<file path="config.mk">
export PLATFORM = sky130hd
export DESIGN_NAME = timer_counter
export DESIGN_NICKNAME = d
export VERILOG_FILES = /design/src/rtl/timer_pkg.sv /design/src/rtl/timer_prescaler.sv /design/src/rtl/timer_counter.sv
export SDC_FILE = /design/constraint.sdc
export NUM_CORES = 1
export LEC_CHECK = 0
export BUFFER_PORTS_ARGS = -buffer_cell sky130_fd_sc_hd__buf_2
export CAP_MARGIN = 5
export CORE_MARGIN = 5
export CORE_UTILIZATION = 56
export CTS_CLUSTER_SIZE = 14
export DETAILED_ROUTE_END_ITERATION = 8
export HOLD_SLACK_MARGIN = 0.08
export PLACE_DENSITY = 0.87
export SYNTH_ARGS = -nofsm -noshare
export SYNTH_HDL_FRONTEND = slang
export SYNTH_HIERARCHICAL = 1
export SYNTH_SLANG_ARGS = --single-unit
</file>
<file path="constraint.sdc">
create_clock -name pclk -period 3.75 [get_ports pclk]
set_input_delay 0.375 -clock pclk [delete_from_list [all_inputs] [get_ports pclk]]
set_output_delay 0.375 -clock pclk [all_outputs]
set_load 0.005 [all_outputs]
</file>
<file path="src/rtl/timer_pkg.sv">
// Shared types and constants for the prescaled up/down timer.
package timer_pkg;

    localparam int unsigned CNT_W = 32;
    localparam int unsigned CKS_W = 2;

    // Prescale select encodings: divide by 2^(cks+1)
    localparam logic [CKS_W-1:0] CKS_DIV2  = 2'd0;
    localparam logic [CKS_W-1:0] CKS_DIV4  = 2'd1;
    localparam logic [CKS_W-1:0] CKS_DIV8  = 2'd2;
    localparam logic [CKS_W-1:0] CKS_DIV16 = 2'd3;

    typedef enum logic [1:0] {
        IDLE  = 2'd0,
        LOAD  = 2'd1,
        COUNT = 2'd2
    } state_e;

    // Terminal prescaler value for a given select, i.e. 2^(cks+1)-1
    function automatic logic [3:0] psc_max(input logic [CKS_W-1:0] sel);
        logic [3:0] m;
        case (sel)
            CKS_DIV2:  m = 4'd1;
            CKS_DIV4:  m = 4'd3;
            CKS_DIV8:  m = 4'd7;
            default:   m = 4'd15;
        endcase
        return m;
    endfunction

endpackage

</file>
<file path="src/rtl/timer_prescaler.sv">
// Clock prescaler: free-runs while run is high and emits a one-cycle tick
// on the last count of each period. A change of cks restarts the period.
module timer_prescaler
    import timer_pkg::*;
#(
    parameter int unsigned DIV_W = 4
) (
    input  logic             pclk,
    input  logic             preset_n,
    input  logic             run,
    input  logic [CKS_W-1:0] cks,
    output logic             tick
);

    logic [DIV_W-1:0] cnt;
    logic [DIV_W-1:0] cnt_max;
    logic [CKS_W-1:0] cks_q;
    logic             cks_chg;

    // A new cks value is seen for one cycle before cks_q catches up; that
    // cycle clears the count and must not produce a tick.
    assign cks_chg = (cks != cks_q);
    assign cnt_max = DIV_W'(psc_max(cks));
    assign tick    = run && !cks_chg && (cnt == cnt_max);

    // Prescale count and last-seen select
    always_ff @(posedge pclk or negedge preset_n) begin
        if (!preset_n) begin
            cnt   <= '0;
            cks_q <= '0;
        end else begin
            cks_q <= cks;
            if (!run || cks_chg || tick) begin
                cnt <= '0;
            end else begin
                cnt <= cnt + DIV_W'(1);
            end
        end
    end

endmodule

</file>
<file path="src/rtl/timer_counter.sv">
// 32-bit loadable up/down timer with selectable prescaler and registered
// overflow/underflow pulses.
module timer_counter
    import timer_pkg::*;
#(
    parameter int unsigned DIV_W = 4
) (
    input  logic             pclk,
    input  logic             preset_n,
    input  logic             en,
    input  logic             load,
    input  logic             updown,
    input  logic [CKS_W-1:0] cks,
    input  logic [CNT_W-1:0] tdr,
    output logic [CNT_W-1:0] tcnt,
    output logic             ovf_trig,
    output logic             udf_trig
);

    state_e           state;
    state_e           next_state;
    logic             tick;
    logic             run;
    logic [CNT_W-1:0] tcnt_d;
    logic             ovf_d;
    logic             udf_d;

    assign run = (state == COUNT);

    timer_prescaler #(
        .DIV_W (DIV_W)
    ) u_prescaler (
        .pclk     (pclk),
        .preset_n (preset_n),
        .run      (run),
        .cks      (cks),
        .tick     (tick)
    );

    // Next state and next register values; a tick only counts if this
    // cycle's inputs keep the block in COUNT (load/en drop wins over tick).
    always_comb begin
        next_state = state;
        tcnt_d     = tcnt;
        ovf_d      = 1'b0;
        udf_d      = 1'b0;

        if (load) begin
            next_state = LOAD;
        end else if (en) begin
            next_state = COUNT;
        end else begin
            next_state = IDLE;
        end

        case (next_state)
            LOAD: begin
                tcnt_d = tdr;
            end
            COUNT: begin
                if (tick) begin
                    if (!updown) begin
                        tcnt_d = tcnt + CNT_W'(1);
                        ovf_d  = (tcnt == '1);
                    end else begin
                        tcnt_d = tcnt - CNT_W'(1);
                        udf_d  = (tcnt == '0);
                    end
                end
            end
            default: begin
            end
        endcase
    end

    // State and output registers
    always_ff @(posedge pclk or negedge preset_n) begin
        if (!preset_n) begin
            state    <= IDLE;
            tcnt     <= '0;
            ovf_trig <= 1'b0;
            udf_trig <= 1'b0;
        end else begin
            state    <= next_state;
            tcnt     <= tcnt_d;
            ovf_trig <= ovf_d;
            udf_trig <= udf_d;
        end
    end

endmodule
</file>
# Yosys cells after proc, flatten, opt, wreduce, memory -nomap -nowiden
# Cells that the tools add are included.
[word_totals]
reg_bits = 42
in_bits = 39
out_inout_bits = 34
[classes]
n_addsub = 3
n_eq_ne = 9
n_mux = 13
n_reduce_logical = 10
[ops]
columns = ["op", "n"]
rows = [
  ["2-to-1 mux 32 bit", 2],
  ["case mux 32 bit (2 select lines)", 1],
  ["adder 32 x 1 -> 32 bit, second input constant", 1],
  ["== test 32 bit, second input constant", 1],
  ["logical NOT 32 bit", 1],
  ["subtractor 32 x 1 -> 32 bit, second input constant", 1],
  ["case mux 4 bit (3 select lines)", 1],
  ["== test 2 bit, second input constant", 3],
  ["2-to-1 mux 1 bit", 6],
  ["adder 4 x 1 -> 4 bit, second input constant", 1],
  ["== test 2 x 1 -> 1 bit, second input constant", 2],
  ["== test 4 bit", 1],
  ["2-to-1 mux 2 bit", 2],
  ["2-to-1 mux 4 bit", 1],
  ["logical AND 1 bit", 2],
  ["logical NOT 1 bit", 2],
  ["logical NOT 2 bit", 1],
  ["logical OR 1 bit", 2],
  ["inequality test 2 x 1 -> 1 bit, second input constant", 1],
  ["inequality test 2 bit", 1],
  ["AND reduction 2 bit", 1],
  ["nonzero test 2 bit", 1],
]

# Logic depth before layout (Yosys ltp)
[logic_depth]
depth_word = 6
depth_mapped = 11
mapped_depth_nobuf = 10

# By module
# Netlist, hierarchy kept.
[by_module_without_submodules]
columns = ["module", "n_inst", "cells_per_inst", "area_per_inst_um2", "seq_area_each_um2"]
rows = [
  ["timer_counter", 1, 371, 3158.0, 900.9],
  ["timer_prescaler", 1, 25, 296.5, 150.1],
]

# Worst setup path after synthesis
# OpenSTA, ideal clock, no wires.
[synth_timing]
path_kind = "register to register"
startpoint = "reg tcnt[6]"
endpoint = "reg tcnt[31]"
setup_time_ps = 128
arrival_time_ps = 2929
required_ps = 3622
setup_slack_ps = 693
path_stages_with_launch = 11
path_buffers = 0
period_less_slack_ps = 3057
path_cell_list = "dfrtp_1 ha_1 and3_4 and2_1 a2111o_1 a221o_1 a31oi_4 o21bai_2 a22o_1 a311oi_1 mux2_1"
[synth_between]
elab_chain_len = 4
[synth_rtl]
columns = ["element", "line", "rtl"]
rows = [
  ["start, declared", "timer_counter.sv:15", "output logic [CNT_W-1:0] tcnt,"],
  ["start signal, assigned", "timer_counter.sv:85", "tcnt <= tcnt_d;"],
  ["adder 32 x 1 -> 32 bit / subtractor 32 x 1 -> 32 bit (equally long branches)", "timer_counter.sv:63, timer_counter.sv:66", ""],
  ["2-to-1 mux 32 bit *", "timer_counter.sv:62", "if (!updown) begin"],
  ["2-to-1 mux 32 bit *", "timer_counter.sv:61", "if (tick) begin"],
  ["case mux 32 bit (2 select lines) *", "timer_counter.sv:56", "case (next_state)"],
]
# Mark *: on every way between the ends. The rest lies on a longest branch, timed or not. The select of a mux whose other input is x is not followed.
# A chain may end at the register's enable or synchronous reset.

# Final worst setup path
[layout_timing]
startpoint = "reg tcnt[12]"
endpoint = "reg tcnt[31]"
# The elaborated chain is that of the path after synthesis.

==> run metrics <==
Clk pwr share=26.1%; post-synth top area cell=dfrtp_1; number of port buffers=72; Synth top area share=30.4%; dpl cells=536; Internal=0.000908 W; post-cts resize count=0; initial antenna violation count=0; Worst-Margin Slew=0.960 ns; # setup viols final=0; WHS=0.222 ns; vias per cell=6.31; worst-path cell chain=ha_1, a21oi_1, o21ai_1, a2111o_1, a221o_1, a31oi_4, o21bai_2, a22o_1, a311oi_1, mux2_1; die area=7840 µm²; period utilization=86.5%; Total Wirelength=9530 µm; CP top delay family=compound AO/OA/AOI/OAI gates; Net Switching=0.000504 W; Post-DRT Antenna Nets=0; Leakage=1.94 nW; DR iter-0 viols=241; Crit Reg-Reg Endpoint=tcnt[31]; IR drop worst, VDD=0.000193 V; CP Capture Type=flip-flop; YS warnings=6; syn_nets=467; vias in the first global route=3306; share of flip-flops with an asynchronous set or reset=100%; post-synthesis cell type count=60; largest net degree at the start of global routing=43; H-Tree Level Count=2; first-pass GRT wire length=16100 µm; PD cells=351 nW/µm²; FF+latch count, synth=42; via count=3433; switching share of power=35.7%; max-cap viol count=0; Worst-path clk slew=0.09 ns; CTS tree=done; Total Routing Usage GR=25.7%; critical path class=flip-flop to flip-flop; cells after synthesis=396; Post-synth EDFFs=0; cts bufs inserted=5; antenna cells=0; Netlist Area Pre-Place=3450 µm²; I/O pin count=73; CP Launch Type=flip-flop; worst reg2reg path depth=10; Slew headroom=36.0%; Die H=88.5 µm; status=complete, no violations; nets=539; share of the yosys chip area belonging to registers=30.4%; post-CTS setup buffer count=0; Peak Freq=0.308 GHz; largest cells by area after synthesis=dfrtp_1, ha_1, a21oi_1, o21ai_0, nand2_1; minimum clock period=3.24 ns; commonest non-fill, non-tap cell in the layout=buf_2; global route overflow=0; Final Hold Vio Count=0; post-DR wirelength/cell=17.5 µm; RePlAce Congestion=0.933; Initial Util=58.0%; Post-Layout Cell Count=544; Final Max Slew Viols=0; Synth Flop Type=dfrtp_1; Clock Skews=0.00823 ns; placed instance area=3910 µm²; Crit Reg-Reg Startpoint=tcnt[12]; share of layout cells above drive strength 1=21.1%; row cnt=28; Clk Latency, worst-skew pair=0.30 ns; WP buf/inv=0; max incr delay on CP=0.44 ns; Pre-antenna DRT Iters=5; CTS Root Cell=clkbuf_8; Comb pwr share=35.8%; Chip Width=88.5 µm; Post-CTS Hold Fix Bufs=0; # DRC=0; Synth Area per Inst=8.72 µm²; Final Cell Area=4020 µm²; slowest CP cell=dfrtp_1; clk sink count=42; Worst Hold Class=input port to asynchronous set/reset pin; area added between synthesis and finish=16.3%; crit path max fanout=6; clock buffer depth=2; Reg power frac=38.1%; Final HPWL DP=7150 µm; Worst EP required=3.94 ns; reg2reg setup slack=0.51 ns; Arr. time, crit path=3.44 ns; core area=5960 µm²; unrepaired setup endpoints after global routing=false; setup tns final=0 ns; commonest cells after routing, fill and taps aside=buf_2, dfrtp_1, nand2_1, a21oi_1
## cell type report
cell class | instances | area [µm²]
Inverter | 8 | 30.0
Clock buffer | 5 | 68.8
Tap cell | 75 | 93.8
Sequential cell | 42 | 1050
Timing Repair Buffer | 79 | 413
Fill cell | 520 | 1940
Multi-Input combinational cell | 332 | 2320
Clock inverter | 3 | 40.0
## flip-flops by register name (all words and copies together), names as in the netlist
name / cells
ovf_trig: 1
state: 2
tcnt: 32
u_prescaler/cks_q: 2
u_prescaler/cnt: 4
udf_trig: 1
## power by group through the flow
stage          sequential [W]  combinational, W  clock [W]
5_1_grt              0.000543          0.000562   0.000391
3_3_place_gp         0.000543          0.000489          0
3_5_place_dp         0.000545          0.000495          0
6_report             0.000538          0.000505   0.000369
4_1_cts              0.000536          0.000501   0.000373
2_1_floorplan        0.000534          0.000351          0
## cell families after synthesis
logic type	after synthesis	synth area share, %
buf+inv	22	2.43
compound gates	138	27.2
flops	42	30.4
mux	6	1.85
fa+ha+maj	32	11.8
simple gates	126	18.7
xor+xnor	30	7.61
## worst reg2reg max path, cell delays in order (launching register included)
cell      delay (ns)
dfrtp_1         0.44
ha_1            0.38
a21oi_1         0.27
o21ai_1         0.15
a2111o_1        0.38
a221o_1         0.35
a31oi_4         0.23
o21bai_2        0.13
a22o_1          0.19
a311oi_1        0.28
mux2_1          0.34
## metal layers
layer / up-vias / GRT usage, % / wire length (µm)
li1: 1654 / - / -
met1: 1604 / 36.2 / 4230
met2: 156 / 41.5 / 4320
met3: 19 / 4.00 / 804
met4: 0 / 6.32 / 173
met5: - / 0 / 0
## through the flow
step           total power (W)  setup WS (ns)  utilization [%]
2_1_floorplan         0.000885          0.693                -
3_3_place_gp           0.00103          0.353             65.6
3_5_place_dp           0.00104          0.267             65.6
4_1_cts                0.00141          0.502             67.4
5_1_grt                0.00150          0.315             67.4
6_report               0.00141          0.505             67.4
## cell usage after synthesis, drive strengths merged (3+ instances only)
| library cell | instances |
|---|---|
| a211oi | 7 |
| a21o | 17 |
| a21oi | 34 |
| a221oi | 3 |
| a22oi | 14 |
| a31oi | 3 |
| and2 | 3 |
| and3 | 6 |
| and4 | 3 |
| clkbuf | 12 |
| dfrtp | 42 |
| ha | 31 |
| inv | 8 |
| mux2 | 3 |
| mux2i | 3 |
| nand2 | 40 |
| nand3 | 8 |
| nand4 | 12 |
| nor2 | 24 |
| nor2b | 5 |
| nor3 | 3 |
| nor4 | 12 |
| o21ai | 35 |
| xnor2 | 16 |
| xor2 | 14 |
## how the worst max path moves through the flow
| stage | to | slack (ns) | start | depth (start not counted) |
|---|---|---|---|---|
| CTS | tcnt[31] | 0.50 | tcnt[6] | 10 |
| global placement | tcnt[31] | 0.35 | updown | 11 |
| global route | tcnt[30] | 0.32 | tcnt[4] | 11 |
| finish | tcnt[31] | 0.51 | tcnt[12] | 10 |
| detailed placement | tcnt[31] | 0.27 | updown | 11 |
| floorplan | tcnt[31] | 0.69 | tcnt[6] | 10 |
(Power assumes the default switching activity.)
